--- src/rtl/gray_pkg.sv ---
// gray_pkg: Gray/binary conversion helpers and default pointer width shared by the Gray FIFO stages.
package gray_pkg;
  localparam int PTR_W_DEF = 4;
  function automatic logic [31:0] bin2gray(input logic [31:0] b);
    return b ^ (b >> 1);
  endfunction
  // Prefix-XOR from the MSB down; zero-extended upper bits make this correct for any width up to 32.
  function automatic logic [31:0] gray2bin(input logic [31:0] g);
    logic [31:0] b;
    b = g;
    for (int i = 1; i < 32; i++) b = b ^ (g >> i);
    return b;
  endfunction
endpackage

--- src/rtl/gray_sync.sv ---
// gray_sync: STAGES-deep, W-wide flop chain that brings a Gray pointer into the local clock domain.
module gray_sync #(
  parameter int W = 4,
  parameter int STAGES = 2
) (
  input  logic         clk,
  input  logic         reset,
  input  logic [W-1:0] i_d,
  output logic [W-1:0] o_q
);
  logic [W-1:0] r_s [STAGES];
  always_ff @(posedge clk) begin
    if (reset) r_s <= '{default: '0};
    else begin
      r_s[0] <= i_d;
      for (int i = 1; i < STAGES; i++) r_s[i] <= r_s[i-1];
    end
  end
  assign o_q = r_s[STAGES-1];
endmodule

--- src/rtl/gray_rd_ptr_sync.sv ---
// gray_rd_ptr_sync: read-side pointer logic; syncs the Gray write pointer and tracks read pointer,
// occupancy, empty and a sticky overflow flag.
module gray_rd_ptr_sync
  import gray_pkg::*;
#(
  parameter int PTR_W = PTR_W_DEF,
  parameter int SYNC_STAGES = 2
) (
  input  logic             clk,
  input  logic             reset,
  input  logic [PTR_W-1:0] wr_ptr_gray,
  input  logic             rd_en,
  output logic             rd_fire,
  output logic [PTR_W-2:0] rd_addr,
  output logic [PTR_W-1:0] rd_ptr_gray,
  output logic [PTR_W-1:0] level,
  output logic             empty,
  output logic             ovf_err
);
  localparam logic [PTR_W-1:0] DEPTH = PTR_W'(2 ** (PTR_W - 1));
  logic [PTR_W-1:0] w_sync, w_wbin, w_rbin_next, w_level_next;
  logic [PTR_W-1:0] r_rbin, r_gray, r_level;
  logic             r_empty, r_ovf;
  gray_sync #(.W(PTR_W), .STAGES(SYNC_STAGES)) u_sync (
    .clk  (clk),
    .reset(reset),
    .i_d  (wr_ptr_gray),
    .o_q  (w_sync)
  );
  assign w_wbin       = PTR_W'(gray2bin(32'(w_sync)));
  assign rd_fire      = rd_en & ~r_empty;
  assign w_rbin_next  = r_rbin + PTR_W'(rd_fire);
  assign w_level_next = w_wbin - w_rbin_next;
  // empty is derived from the same next-level as level, so it is conservative while the sync chain lags.
  always_ff @(posedge clk) begin
    if (reset) begin
      r_rbin  <= '0;
      r_gray  <= '0;
      r_level <= '0;
      r_empty <= 1'b1;
      r_ovf   <= 1'b0;
    end else begin
      r_rbin  <= w_rbin_next;
      r_gray  <= PTR_W'(bin2gray(32'(w_rbin_next)));
      r_level <= w_level_next;
      r_empty <= w_level_next == '0;
      r_ovf   <= r_ovf | (w_level_next > DEPTH);
    end
  end
  assign rd_addr     = r_rbin[PTR_W-2:0];
  assign rd_ptr_gray = r_gray;
  assign level       = r_level;
  assign empty       = r_empty;
  assign ovf_err     = r_ovf;
endmodule

--- config.mk ---
export PLATFORM = sky130hd
export DESIGN_NAME = gray_rd_ptr_sync
export DESIGN_NICKNAME = d
export VERILOG_FILES = /design/src/rtl/gray_pkg.sv /design/src/rtl/gray_sync.sv /design/src/rtl/gray_rd_ptr_sync.sv
export SDC_FILE = /design/constraint.sdc
export NUM_CORES = 1
export LEC_CHECK = 0
export ABC_AREA = 1
export CAP_MARGIN = 20
export CORE_ASPECT_RATIO = 1.25
export CORE_MARGIN = 4
export CORE_UTILIZATION = 50
export CTS_BUF_LIST = sky130_fd_sc_hd__clkbuf_8
export DETAILED_ROUTE_END_ITERATION = 16
export PLACE_DENSITY = 0.84
export SYNTH_ARGS = -nofsm -noshare
export SYNTH_HDL_FRONTEND = slang
export SYNTH_SLANG_ARGS = --single-unit
--- constraint.sdc ---
create_clock -name clk -period 2.23 [get_ports clk]
set_input_delay 0.446 -clock clk [delete_from_list [all_inputs] [get_ports clk]]
set_output_delay 0.446 -clock clk [all_outputs]
set_load 0.03 [all_outputs]
== Word-level counts from Yosys, hierarchy flattened ==
Cells that the tools add are included.
Word-level totals
  register bits after elaboration: 22
  input port bits: 7
  output and inout port bits: 14
  logic and storage cells: 18
Operators by class
  $add $sub $neg: 2
  magnitude comparators: 1
  bitwise logic cells: 7
  reduce and logical (&&, ||, !) cells: 1
Operators by type and width (count)
  4-bit by 3-bit XOR with 4-bit output: 2
  4-bit by 1-bit adder with 4-bit output: 1
  4-bit > comparator, second input constant: 1
  4-bit zero test: 1
  4-bit subtractor: 1
  4-bit by 1-bit XOR with 4-bit output: 1
  4-bit by 2-bit XOR with 4-bit output: 1
  1-bit AND: 1
  1-bit NOT: 1
  1-bit OR: 1

== Depth between registers and ports, before layout ==
  depth after elaboration: 6
  gate-level depth with buffers: 17
  mapped depth without buffers: 17

== Hierarchy ==
Synthesis repeated with hierarchy kept, for this count alone.
Second synthesis, totals
  cells, all modules: 125
  area total of the unflattened synthesis: 983.4 um^2
By module, submodules not included
  gray_rd_ptr_sync: instances 1, cells an instance 96, area each 721.9 um^2, sequential area each 260.2 um^2
  gray_sync: instances 1, cells an instance 29, area each 261.5 um^2, sequential area each 160.2 um^2

== Worst setup path after synthesis ==
No wires, ideal clock.
  path type: input -> register
  from: input rd_en
  to: register r_empty, in the netlist empty
  setup time: 109 ps
  arrival: 2336 ps
  data required time: 2121 ps
  setup slack: -215 ps
  stages: 16
  path buffers: 0
  path through: inv_1 -> nor2_1 -> ha_1 -> ha_1 -> inv_1 -> nand2_2 -> nand2_1 -> inv_1 -> ha_1 -> inv_1 -> nand2_2 -> xor2_2 -> nand2_1 -> nand2_1 -> nand2_1 -> inv_1
Between the ends
  word-level cells in the longest chain between the ends: 4
Ends and longest elaborated chain
  start, declared: RTL line gray_rd_ptr_sync.sv:12  | input logic rd_en,
  1-bit AND: RTL line gray_rd_ptr_sync.sv:31  | assign rd_fire = rd_en & ~r_empty;
  via rd_fire: RTL line gray_rd_ptr_sync.sv:13  | output logic rd_fire,
  4-bit by 1-bit adder with 4-bit output: RTL line gray_rd_ptr_sync.sv:32  | assign w_rbin_next = r_rbin + PTR_W'(rd_fire);
  via w_rbin_next[1]: RTL line gray_rd_ptr_sync.sv:21  | logic [PTR_W-1:0] w_sync, w_wbin, w_rbin_next, w_level_next;
  4-bit subtractor: RTL line gray_rd_ptr_sync.sv:33  | assign w_level_next = w_wbin - w_rbin_next;
  4-bit zero test: RTL line gray_rd_ptr_sync.sv:46  | r_empty <= w_level_next == '0;
  end signal, assigned: RTL line gray_rd_ptr_sync.sv:40  | r_empty <= 1'b1;
  end signal, assigned: RTL line gray_rd_ptr_sync.sv:46
  end, declared: RTL line gray_rd_ptr_sync.sv:23  | logic r_empty, r_ovf;
The timed path passes the listed nets, and every way through them passes these cells.
A chain may end at the register's enable or synchronous reset.

== Final worst setup path ==
  from: register u_sync.r_s, in the netlist u_sync.o_q[3]
  to: register r_ovf, in the netlist ovf_err
Between the ends
  word-level cells in the longest chain between the ends: 6
Ends and longest elaborated chain
  start, declared: RTL line gray_sync.sv:11  | logic [W-1:0] r_s [STAGES];
  4-bit by 3-bit XOR with 4-bit output: RTL line gray_pkg.sv:11  | for (int i = 1; i < 32; i++) b = b ^ (g >> i);
  4-bit by 2-bit XOR with 4-bit output: RTL line gray_pkg.sv:11
  4-bit by 1-bit XOR with 4-bit output (*): RTL line gray_pkg.sv:11
  4-bit subtractor (*): RTL line gray_rd_ptr_sync.sv:33
  4-bit > comparator (*): RTL line gray_rd_ptr_sync.sv:47  | r_ovf <= r_ovf | (w_level_next > DEPTH);
  1-bit OR (*): RTL line gray_rd_ptr_sync.sv:47
  end signal, assigned: RTL line gray_rd_ptr_sync.sv:47
  end, declared: RTL line gray_rd_ptr_sync.sv:23
Every way passes the cells marked *; elsewhere a longest branch is shown, timed or not.

==> metrics.log <==
INFO  metric cts_buffers = 3
INFO  metric static_leakage = 0.617 nW
INFO  metric post_synth_num_cell_types = 14
INFO  metric vias_per_std_cell = 4.77
INFO  metric largest_net_degree_at_the_start_of_global_routing = 12
INFO  metric postCtsSetupRepairBufs = 0
INFO  metric antenna_violations_before_repair = 0
INFO  metric maxCapViolCount = 0
INFO  metric antenna_cells_inserted = 0
INFO  metric timing.critical_path.from = u_sync.o_q[3]
INFO  metric holdPathStages = 2
INFO  metric grt_first_pass_wirelength = 3.13 mm
INFO  metric hold_path_startpoint = u_sync.r_s[7]
INFO  metric drt-pass1-iter-count = 4
INFO  metric place.port_buffers = 20
INFO  metric clk_pin_slew_worst_paths = 0.07 ns
INFO  metric hold_ws = 0.407 ns
INFO  metric critPathCaptureType = flip-flop
INFO  metric totalNegativeSetupSlack = 0 ns
INFO  metric worstPathMaxFanout = 4
INFO  metric postSynthRegisterBits = 21
INFO  metric cpPeakStageDelay = 0.39 ns
INFO  metric report.final.slew_viol_count = 0
INFO  metric cp.arrival = 2.12 ns
INFO  metric routed_wirelength = 1.80 mm
INFO  metric final-setup-viol-count = 0
INFO  metric unrepaired_setup_endpoints_after_global_routing = false
INFO  metric critical_path.startpoint_type = flip-flop
INFO  metric grt_overflow = 0
INFO  metric cp_data_required_time = 2.38 ns
INFO  metric total_of_fill_cells_in_the_finished_design = 119
INFO  metric routed-via-count = 797
INFO  metric netlist.top_cell.by_area = dfxtp_1
INFO  metric critical-path-slowest-cell = dfxtp_1
INFO  metric synth_top_cell_area_share = 46.8%
INFO  metric post_syn_nets = 132
INFO  metric postSynth.asyncResetShare = 0%
INFO  metric fmax = 507 MHz
INFO  metric routed_length_per_instance = 10.8 um
INFO  metric synth.yosys.seq_area_share = 46.8%
INFO  metric syn_to_final_growth = 39.6%
INFO  metric ant_nets = 0
INFO  metric grtUsageTotal = 16.5%
INFO  metric drc = 0
INFO  metric dpl.cell_count = 163
INFO  metric max-vdd-ir-drop = 0.804 mV
INFO  metric hold_violations = 0
INFO  metric timing.setup.critical_path_class = flip-flop to flip-flop
INFO  metric setup_ws = 0.259 ns
INFO  metric insertion_delay = 0.26 ns
INFO  metric ctsHtreeMaxLevel = 1
INFO  metric drt_first_iter_violations = 20
INFO  metric rr_worst_depth = 14
INFO  metric die_h = 55.4 um
INFO  metric worstMarginPinSlew = 0.314 ns
INFO  metric share_of_final_layout_standard_cells_stronger_than_drive_strength_1 = 21.5%
INFO  metric yosysWarnings = 0
INFO  metric final_nets = 161
INFO  metric clock-skew-final = 0.00384 ns
INFO  metric maxSlewHeadroom = 79.0%
INFO  metric postSynthCellCount = 121
INFO  metric clock-sinks = 21
INFO  metric dpl.hpwl = 1.31 mm
INFO  metric critical_path.reg2reg.startpoint = u_sync.o_q[3]
INFO  metric final_min_period_over_clock_period = 88.4%
INFO  metric ys_top_cells_by_count = inv_1 (24), nand2_1 (24), dfxtp_1 (21)
INFO  metric critical_path.most_common_cell = nand2_2
INFO  metric post_synth_main_area_contributors = dfxtp_1 (47%), inv_1 (10%), nand2_1 (10%)
INFO  metric min-delay-path-class = flip-flop to flip-flop
INFO  metric dpl_cell_area = 0.00117 mm^2
INFO  metric status = complete, no violations
INFO  metric synth_edf_count = 0
INFO  metric die_width = 45.9 um
INFO  metric critical_path_cell_sequence = inv_2 -> nand2_2 -> nand3_2 -> nand2_2 -> xnor2_1 -> ha_1 -> inv_1 -> ha_1 -> inv_1 -> nand2_2 -> xor2_2 -> nand2_1 -> nand3_1 -> nand2_1
INFO  metric avgSynthCellArea = 7.42 um^2
INFO  metric cts_buffer_depth = 2
INFO  metric final.min_clock_period = 1.97 ns
INFO  metric floorplan.initialDensity = 54.7%
INFO  metric globalplace.congestion = 0.732
INFO  metric io-pin-count = 21
INFO  metric power_density = 946 mW/mm^2
INFO  metric finish.instance_area = 0.00125 mm^2
INFO  metric cts.hold.buffers_added = 0
INFO  metric fp.coreArea = 0.00164 mm^2
INFO  metric dp_worst_setup_slack = -0.351 ns
INFO  metric tritoncts = done
INFO  metric synthesized_cell_area = 898 um^2
INFO  metric cts_root_buf = clkbuf_8
INFO  metric std_cell_rows = 16
INFO  metric yosys_most_used_dff = dfxtp_1
INFO  metric final-instance-count-excl-fill = 167
INFO  metric first_global_vias = 828
INFO  metric die-area = 0.00254 mm^2
## placed cells by master (no fill, tap or decap)
cell             instances
inv_2                    5
inv_1                   23
nor2_2                   1
nand2_1                 23
o21ai_0                  1
ha_1                     2
nand3_2                  4
nand2_2                  9
ha_4                     2
xor2_2                   1
xnor2_1                  2
nor2_4                   1
a21oi_1                  3
nand3_1                  4
dlymetal6s2s_1           1
nor2_1                  18
buf_4                    6
clkbuf_8                 3
clkdlybuf4s50_1         19
dfxtp_1                 21
## logic make-up (layout without fill, tap and decap cells)
logic type	count (synthesis)	after routing	share of synthesized area, %
flip-flops	21	21	46.8
XOR/XNOR	3	3	3.76
AND/OR/NAND/NOR	60	60	29.5
buffers and inverters	29	57	12.1
adder cells (fa/ha/maj)	4	4	5.57
AO/OA/AOI/OAI	4	4	2.23
## metrics by stage
| stage | power [mW] | util (%) |
|---|---|---|
| 2_1_floorplan | 0.736 | - |
| 3_3_place_gp | 0.902 | 71.0 |
| 3_5_place_dp | 0.920 | 71.0 |
| 4_1_cts | 1.17 | 75.3 |
| 5_1_grt | 1.25 | 76.4 |
| 6_report | 1.19 | 76.4 |
## cell type report
type	count	area (um^2)	share of cell area, %
clock buffer	3	41.3	3.29
clock inverter	1	3.75	0.299
inverter	27	101	8.08
multi-input combinational	71	417	33.2
sequential	21	420	33.5
tap	18	22.5	1.80
timing repair buffer	26	248	19.8
## power by group
group | internal (mW) | switching, mW
Sequential | 0.430 | 0.0270
Clock | 0.123 | 0.117
Combinational | 0.216 | 0.273
Total | 0.769 | 0.417
## state kept, by name (all words and copies together) (netlist names)
name         flops
level            4
rd_ptr_gray      4
u_sync.o_q       4
u_sync.r_s       4
r_rbin           3
empty            1
ovf_err          1
## worst max-delay path, delay by kind of cell, from the launching register on
kind,cells,cell delay (ns)
DFF,1,0.39
adders and majority gates,2,0.38
xor gates and xnor gates,2,0.26
and+or+nand+nor,7,0.62
buffers and inverters,3,0.19
## path summary, 6_finish.rpt
| kind | endpoint | slack, ns |
|---|---|---|
| max | ovf_err | 0.26 |
| max reg2reg | ovf_err | 0.26 |
| min reg2reg | u_sync.o_q[3] | 0.41 |
| min | u_sync.o_q[3] | 0.41 |
## timing repair
item / CTS / global route
endpoints found under the setup margin: 2 / 3
pin swaps: 0 / 5
resized for setup: 3 / 7
## metal layers
layer | wire [um] | global-route usage (%)
met5 | 0 | 0
met4 | 43 | 11.0
met3 | 109 | 2.92
met2 | 974 | 29.3
met1 | 673 | 15.7
No activity file was read; power rests on OpenSTA's default activity.
